File: config.mk
export PLATFORM = sky130hd
export DESIGN_NAME = timekeeper_mux
export DESIGN_NICKNAME = d
export VERILOG_FILES = /design/src/rtl/timekeeper_mux.sv
export SDC_FILE = /design/constraint.sdc
export NUM_CORES = 1
export LEC_CHECK = 0
export BUFFER_PORTS_ARGS = -buffer_cell sky130_fd_sc_hd__buf_2
export CAP_MARGIN = 30
export CORE_ASPECT_RATIO = 0.6
export CORE_MARGIN = 5
export CORE_UTILIZATION = 35
export DETAILED_ROUTE_END_ITERATION = 12
export HOLD_SLACK_MARGIN = 0.1
export SYNTH_ARGS = -nofsm -noshare
export SYNTH_HDL_FRONTEND = slang
export SYNTH_SLANG_ARGS = --single-unit
export TNS_END_PERCENT = 30
File: constraint.sdc
create_clock -name clk -period 4.5 [get_ports clk]
set_clock_uncertainty 0.15 [all_clocks]
set_input_delay 0.225 -clock clk [delete_from_list [all_inputs] [get_ports clk]]
set_output_delay 0.225 -clock clk [all_outputs]
set_load 0.02 [all_outputs]
File: src/rtl/timekeeper_mux.sv
// Time-of-day core: one-second prescaler, BCD hh:mm:ss with carry chain, 12/24-hour
// presentation, set mode, and a six-digit multiplexed seven-segment scanner.
module timekeeper_mux #(
    parameter int unsigned TICKS_PER_SEC = 50_000_000,
    parameter int unsigned SCAN_DIV      = 50_000,
    parameter bit          MODE_12H      = 1'b0
) (
    input  logic       clk,
    input  logic       reset,
    input  logic       set_en,
    input  logic       inc_hour,
    input  logic       inc_min,
    output logic [7:0] hour_bcd,
    output logic [7:0] min_bcd,
    output logic [7:0] sec_bcd,
    output logic       pm,
    output logic       sec_pulse,
    output logic [5:0] digit_an,
    output logic [6:0] segments
);

    localparam int unsigned PS_W = $clog2(TICKS_PER_SEC);
    localparam int unsigned SC_W = (SCAN_DIV > 1) ? $clog2(SCAN_DIV) : 1;
    localparam logic [PS_W-1:0] PS_LAST = PS_W'(TICKS_PER_SEC - 1);
    localparam logic [SC_W-1:0] SC_LAST = SC_W'(SCAN_DIV - 1);

    logic [PS_W-1:0] ps;
    logic [SC_W-1:0] scan_cnt;
    logic [2:0]      digit_idx;
    logic [7:0]      hour_r;
    logic [7:0]      min_r;
    logic [7:0]      sec_r;
    logic            tick;
    logic [4:0]      hour_bin;
    logic [4:0]      hour_12;
    logic [3:0]      nibble;
    logic            blank;

    // Two-digit BCD increment that wraps to 00 after `last`.
    function automatic logic [7:0] bcd_inc(input logic [7:0] v, input logic [7:0] last);
        if (v == last)
            return 8'h00;
        if (v[3:0] == 4'd9)
            return {v[7:4] + 4'd1, 4'd0};
        return {v[7:4], v[3:0] + 4'd1};
    endfunction

    function automatic logic [6:0] seg_decode(input logic [3:0] n);
        case (n)
            4'd0:    return 7'b1000000;
            4'd1:    return 7'b1111001;
            4'd2:    return 7'b0100100;
            4'd3:    return 7'b0110000;
            4'd4:    return 7'b0011001;
            4'd5:    return 7'b0010010;
            4'd6:    return 7'b0000010;
            4'd7:    return 7'b1111000;
            4'd8:    return 7'b0000000;
            4'd9:    return 7'b0010000;
            default: return 7'b1111111;
        endcase
    endfunction

    always_comb begin
        tick = !reset && !set_en && (ps == PS_LAST);
    end

    always_ff @(posedge clk) begin
        if (reset) begin
            ps        <= '0;
            scan_cnt  <= '0;
            digit_idx <= 3'd0;
            hour_r    <= 8'h00;
            min_r     <= 8'h00;
            sec_r     <= 8'h00;
        end else begin
            if (scan_cnt == SC_LAST) begin
                scan_cnt  <= '0;
                digit_idx <= (digit_idx == 3'd5) ? 3'd0 : digit_idx + 3'd1;
            end else begin
                scan_cnt <= scan_cnt + SC_W'(1);
            end

            if (set_en) begin
                // Prescaler held at 0 so the first second after release is a full one.
                ps    <= '0;
                sec_r <= 8'h00;
                if (inc_hour)
                    hour_r <= bcd_inc(hour_r, 8'h23);
                if (inc_min)
                    min_r <= bcd_inc(min_r, 8'h59);
            end else if (tick) begin
                ps    <= '0;
                sec_r <= bcd_inc(sec_r, 8'h59);
                if (sec_r == 8'h59) begin
                    min_r <= bcd_inc(min_r, 8'h59);
                    if (min_r == 8'h59)
                        hour_r <= bcd_inc(hour_r, 8'h23);
                end
            end else begin
                ps <= ps + PS_W'(1);
            end
        end
    end

    // Hour presentation and pm flag.
    always_comb begin
        hour_bin = 5'(hour_r[7:4]) * 5'd10 + 5'(hour_r[3:0]);
        if (hour_bin == 5'd0)
            hour_12 = 5'd12;
        else if (hour_bin > 5'd12)
            hour_12 = hour_bin - 5'd12;
        else
            hour_12 = hour_bin;
        pm = (hour_bin >= 5'd12);
        if (!MODE_12H)
            hour_bcd = hour_r;
        else if (hour_12 >= 5'd10)
            hour_bcd = {4'd1, 4'(hour_12 - 5'd10)};
        else
            hour_bcd = {4'd0, 4'(hour_12)};
        min_bcd   = min_r;
        sec_bcd   = sec_r;
        sec_pulse = tick;
    end

    // Digit select and segment decode.
    always_comb begin
        case (digit_idx)
            3'd0:    nibble = sec_r[3:0];
            3'd1:    nibble = sec_r[7:4];
            3'd2:    nibble = min_r[3:0];
            3'd3:    nibble = min_r[7:4];
            3'd4:    nibble = hour_bcd[3:0];
            3'd5:    nibble = hour_bcd[7:4];
            default: nibble = 4'hF;
        endcase
        blank    = MODE_12H && (digit_idx == 3'd5) && (hour_bcd[7:4] == 4'd0);
        segments = blank ? 7'b1111111 : seg_decode(nibble);
        digit_an = ~(6'b000001 << digit_idx);
    end

endmodule

After elaboration in Yosys (flattened, before gate mapping)
Memories as Yosys holds them, arrays and structs flattened.
Index checks and enable logic that the tools add are counted.
Word-level totals
  word-level logic and storage cells: 134
  bits in registers: 69
  input port bits: 5
  memory bits (read-only): 112
  memories: 1
Memories
  (no name shown): depth 16, width 7, rd ports 1, clocked after Yosys merged registers in 0, write ports 0, line 49  | case (n)
Operators by class
  multiply operators: 1
  reduce and logical (&&, ||, !) cells: 19
  muxes and demuxes: 74
  bitwise gates (word level): 1
  shift operators: 1
  $add $sub $neg: 10
  eq/ne operators: 17
  $lt $le $gt $ge: 1
Operator list (number)
  $mux 8: 25
  $mux 1: 47
  $add 26x1->26 const B: 1
  $eq 26x26->1 const B: 1
  $add 4x1->4 const B: 6
  $pmux 4 s6: 1
  $add 16x1->16 const B: 1
  $eq 16x16->1 const B: 1
  $eq 8x7->1 const B: 2
  $eq 4x4->1 const B: 3
  $eq 8x6->1 const B: 1
  $reduce_bool 2->1: 4
  $eq 3x2->1 const B: 2
  $eq 3x3->1 const B: 2
  $ne 3x1->1 const B: 2
  $not 6->6: 1
  $reduce_and 6->1: 1
  $reduce_bool 3->1: 2
  $shl 1x3->6 const A: 1
  $add 5x4->5: 1
  $ge 5x4->1 const B: 1
  $reduce_and 5->1: 1
  $mul 4x3->4 const B: 1
  $ne 2x1->1 const B: 2
  11 further kinds: 14

Longest topological paths before layout
  word-level depth: 19
  gate-level depth with buffers: 11

Worst setup path after synthesis
Ideal clock, no wire load.
  path type: register to output
  start point: reg digit_idx[0]
  end point: out segments[0]
  required time: 4.125 ns
  path buffers: 2
  setup slack: 1.622 ns
  stages on the path, launching flop included: 11
  data arrival time: 2.503 ns
  cell sequence: dfxtp_1 -> buf_2 -> inv_1 -> nor2_1 -> ha_1 -> inv_1 -> a221o_1 -> a222oi_1 -> buf_4 -> inv_1 -> a221o_1
Between the ends
  longest elaborated chain between the ends: 3
  elaborated cells between the ends (all ways): 8
  those cells by class: 5 x eq/ne; 1 x mux; 1 x reduce/logical; 1 x memory
RTL lines
  start, declared: line 29  | logic [2:0] digit_idx;
  start signal, assigned: line 79  | digit_idx <= (digit_idx == 3'd5) ? 3'd0 : digit_idx + 3'd1;
  $eq 3x3->1 (tied with other cells): line 129  | case (digit_idx)
  $pmux 4 s6 *: line 129
  $mem_v2 16x7 *
  end, declared: line 19  | output logic [6:0] segments
Every way passes the cells marked *; elsewhere a longest branch is shown, timed or not.

Final worst setup path
Ends and elaborated chain as after synthesis.

==> results by group <==
Outcome
  – Status: complete, no violations

Timing
  – Fin crit share: 0.817
  – Final Max Slew Viols: 0
  – Max Fclk: ~0.27 GHz
  – Final min period: roughly 3.7 ns
  – Worst slew pin tran: between 0.8 and 0.9 ns
  – Hold Violations, Final: 0
  – # setup viols final: 0
  – Setup TNS: 0 ns
  – Slew margin rel.: 0.458
  – RSZ-0062 raised after global routing: false
  – Hold_ws: approximately 0.19 ns

Clock tree
  – Clock sinks: 69
  – Hold buffers post-CTS: 0
  – CTS H-tree lvls: 3
  – Worst skew pair latency: between 0.3 and 0.4 ns
  – # resized after CTS: 0
  – Root Buffer: clkbuf_16
  – Post-CTS Setup Bufs: 0
  – CTS tree: yes
  – CTS max path bufs: 2
  – Total CTS buffers: 9
  – Clk slew on worst S/H paths: about 0.050 ns

Global routing
  – Antenna violations before repair: 0
  – Met3 Usage GRT: 0.0429
  – Via count of the first global-routing pass: 3270
  – GRT Max-Usage Layer: met1
  – Global-route wire length before repair: about 17 mm
  – GR Util met2: 0.198
  – M1 GR Usage: 0.232
  – GRT Util Overall: 0.153
  – Overflow after GRT: 0
  – Largest net degree at the start of global routing: 28

Placement
  – Port Buffers: between 40 and 50
  – DP Area: ~4400 sq um
  – Gp weighted congestion: roughly 0.88
  – DPL Wire Length: just under 8 mm

Synthesis
  – Mapped cell area: a little over 4000 sq um
  – Synth area leader: dfxtp_1
  – YS warnings: 0
  – Adder-cell share of the synthesized area: 0.0717
  – Commonest cells in the netlist: dfxtp_1 (69), nor2_1 (68), nand2_1 (37)
  – Most frequent cell after synthesis: dfxtp_1
  – Ranking of synthesized cells by area: dfxtp_1 (34%), ha_1 (6.7%), nor2_1 (6.2%), xor2_1 (5.3%), nand3_1 (3.4%)
  – XOR/XNOR Fraction of Synth Area: 0.0872
  – Post-synthesis cell type count: 65
  – Cells after Synth: 490
  – Synth Register Bits: 69
  – Largest family of logic cells by synthesized area: simple AND/OR/NAND/NOR gates
  – Main synth FF type: dfxtp_1
  – Synthesized Nets: between 500 and 600
  – Compound-cell area share of the yosys netlist: 0.113
  – Syn Area/Cell: 8.41 sq um
  – Post-synth top area share: 0.335
  – EDFF count, synth: 0
  – Mux contribution to synthesized area: 0.0428
  – Sequential fraction of the synthesis area: 0.335
  – Simple-Gate Fraction of Synth Area: 0.306
  – Async SR Flop Fraction: 0

Route
  – Vias/cell: between 5 and 6
  – Avg WL per Cell: between 15 and 20 um
  – First-iteration detailed-routing DRC count: slightly below 400
  – Post-route ant nets: 0
  – Number of remaining DRC errors: 0
  – Vias: ~3700
  – Initial DRT Pass Iterations: 6
  – Final wirelength: between 10 and 15 mm

Setup path
  – Crit path max fanout: 15
  – Most used cell, CP: inv_1
  – Kind of critical path: register to output port
  – Req. time, crit path: between 4 and 5 ns
  – WP data arrival: around 3.3 ns
  – CP Launch Type: register
  – Element type at the critical path end: output port
  – Critical Path Slowest Stage Cell: dfxtp_1
  – Critical path, cell by cell: inv_1, nor2_1, ha_1, inv_1, a221o_1, a222oi_1, buf_4, inv_1, a221o_1, buf_2
  – CP max stage delay: ~0.62 ns

Power and ir drop
  – PwrDens: 278 nW/um^2
  – Leakage: 1.85 nW
  – VDD IR-drop max: approximately 0.16 mV

Final layout
  – Share of cells above drive strength 1: 0.138
  – # diodes: 0
  – Final instance area: approximately 4700 sq um
  – Area delta synth->final: 14.3%
  – Nets: about 550

Run
  – Number of max-cap violations: 0

Die
  – Die footprint: 14100 sq um
  – Die H: between 90 and 100 um
  – Die X-Extent: between 150 and 200 um
  – Starting density of the core: 0.361
  – Cell Rows: 30
  – Top Ports: 44
  – CORE AREA: roughly 11000 sq um

Min path
  – Hold WC Path Type: input pin to register
## per-stage QoR
| step | setup WS (ns) | total power [W] | util | std cells |
|---|---|---|---|---|
| after floorplan | 1.62 | 0.000666 | - | 490 |
| after global placement | 1.41 | 0.000680 | 0.389 | 673 |
| after detailed placement | 1.22 | 0.000681 | 0.389 | 674 |
| after CTS | 0.867 | 0.00133 | 0.413 | 688 |
| after global routing | 0.644 | 0.00136 | 0.413 | 688 |
| final | 0.822 | 0.00131 | 0.413 | 688 |
## cells in the final DEF, fill, tap and decap left out, drive strengths merged, types with 7 or more instances in the layout
| cell type | synthesis | routed |
|---|---|---|
| clkbuf | 12 | 12 |
| dfxtp | 69 | 69 |
| mux2i | 12 | 12 |
| inv | 18 | 18 |
| and2 | 10 | 10 |
| nand2 | 37 | 37 |
| a221o | 7 | 7 |
| nand3 | 30 | 30 |
| and3 | 7 | 7 |
| buf | 9 | 45 |
| xor2 | 25 | 25 |
| a21oi | 19 | 19 |
| nand4 | 19 | 19 |
| or3 | 7 | 7 |
| nor4 | 7 | 7 |
| and4 | 8 | 8 |
| nor3 | 12 | 12 |
| ha | 22 | 22 |
| xnor2 | 16 | 16 |
| o21ai | 13 | 13 |
| and3b | 7 | 7 |
| nor2 | 68 | 68 |
## sequential cells by signal (all words and copies together) (netlist names)
| signal | cells |
|---|---|
| ps | 26 |
| scan_cnt | 16 |
| hour_bcd | 8 |
| min_bcd | 8 |
| sec_bcd | 8 |
| digit_idx | 3 |
## metal layers
metal,vias up,part of all wire
met2,128,0.38
met4,0,0.016
li1,1824,-
met1,1706,0.52
met5,-,0
met3,12,0.081
## final cells by class
class,instances,area (sq um)
clock buffers,12,256
clock inverters,2,10.0
fillers,1170,6700
inverters,20,76.3
multi-input cells,380,2550
flip-flops and latches,69,1380
well taps,160,200
repair buffers,45,230
## critical path: cells and delay by family, from the launching register on
kind / cells / cell delay [ns]
fa+ha+maj: 1 / 0.29
simple gates: 1 / 0.15
buf+inv: 5 / 0.78
compound gates: 3 / 1.12
flops: 1 / 0.62
## kinds of logic after synthesis
group / after synthesis
buf+inv: 41
flops: 69
mux: 16
fa+ha+maj: 23
compound gates: 67
xor+xnor: 41
simple gates: 233
## path summary, 6_finish.rpt
path	cells past startpoint	startpoint	slack, ns	to
max reg2reg	6	min_bcd[0]	2.03	hour_bcd[2]
min reg2reg	1	scan_cnt[0]	0.30	scan_cnt[0]
max	10	digit_idx[0]	0.82	segments[0]
min	4	inc_min	0.19	min_bcd[1]
## where the power goes
group / internal [W] / switching [W]
Clock: 0.000395 / 0.000245
Combinational: 0.0000138 / 0.0000292
Sequential: 0.000617 / 0.00000850
Power figures use the tool's default switching activity.
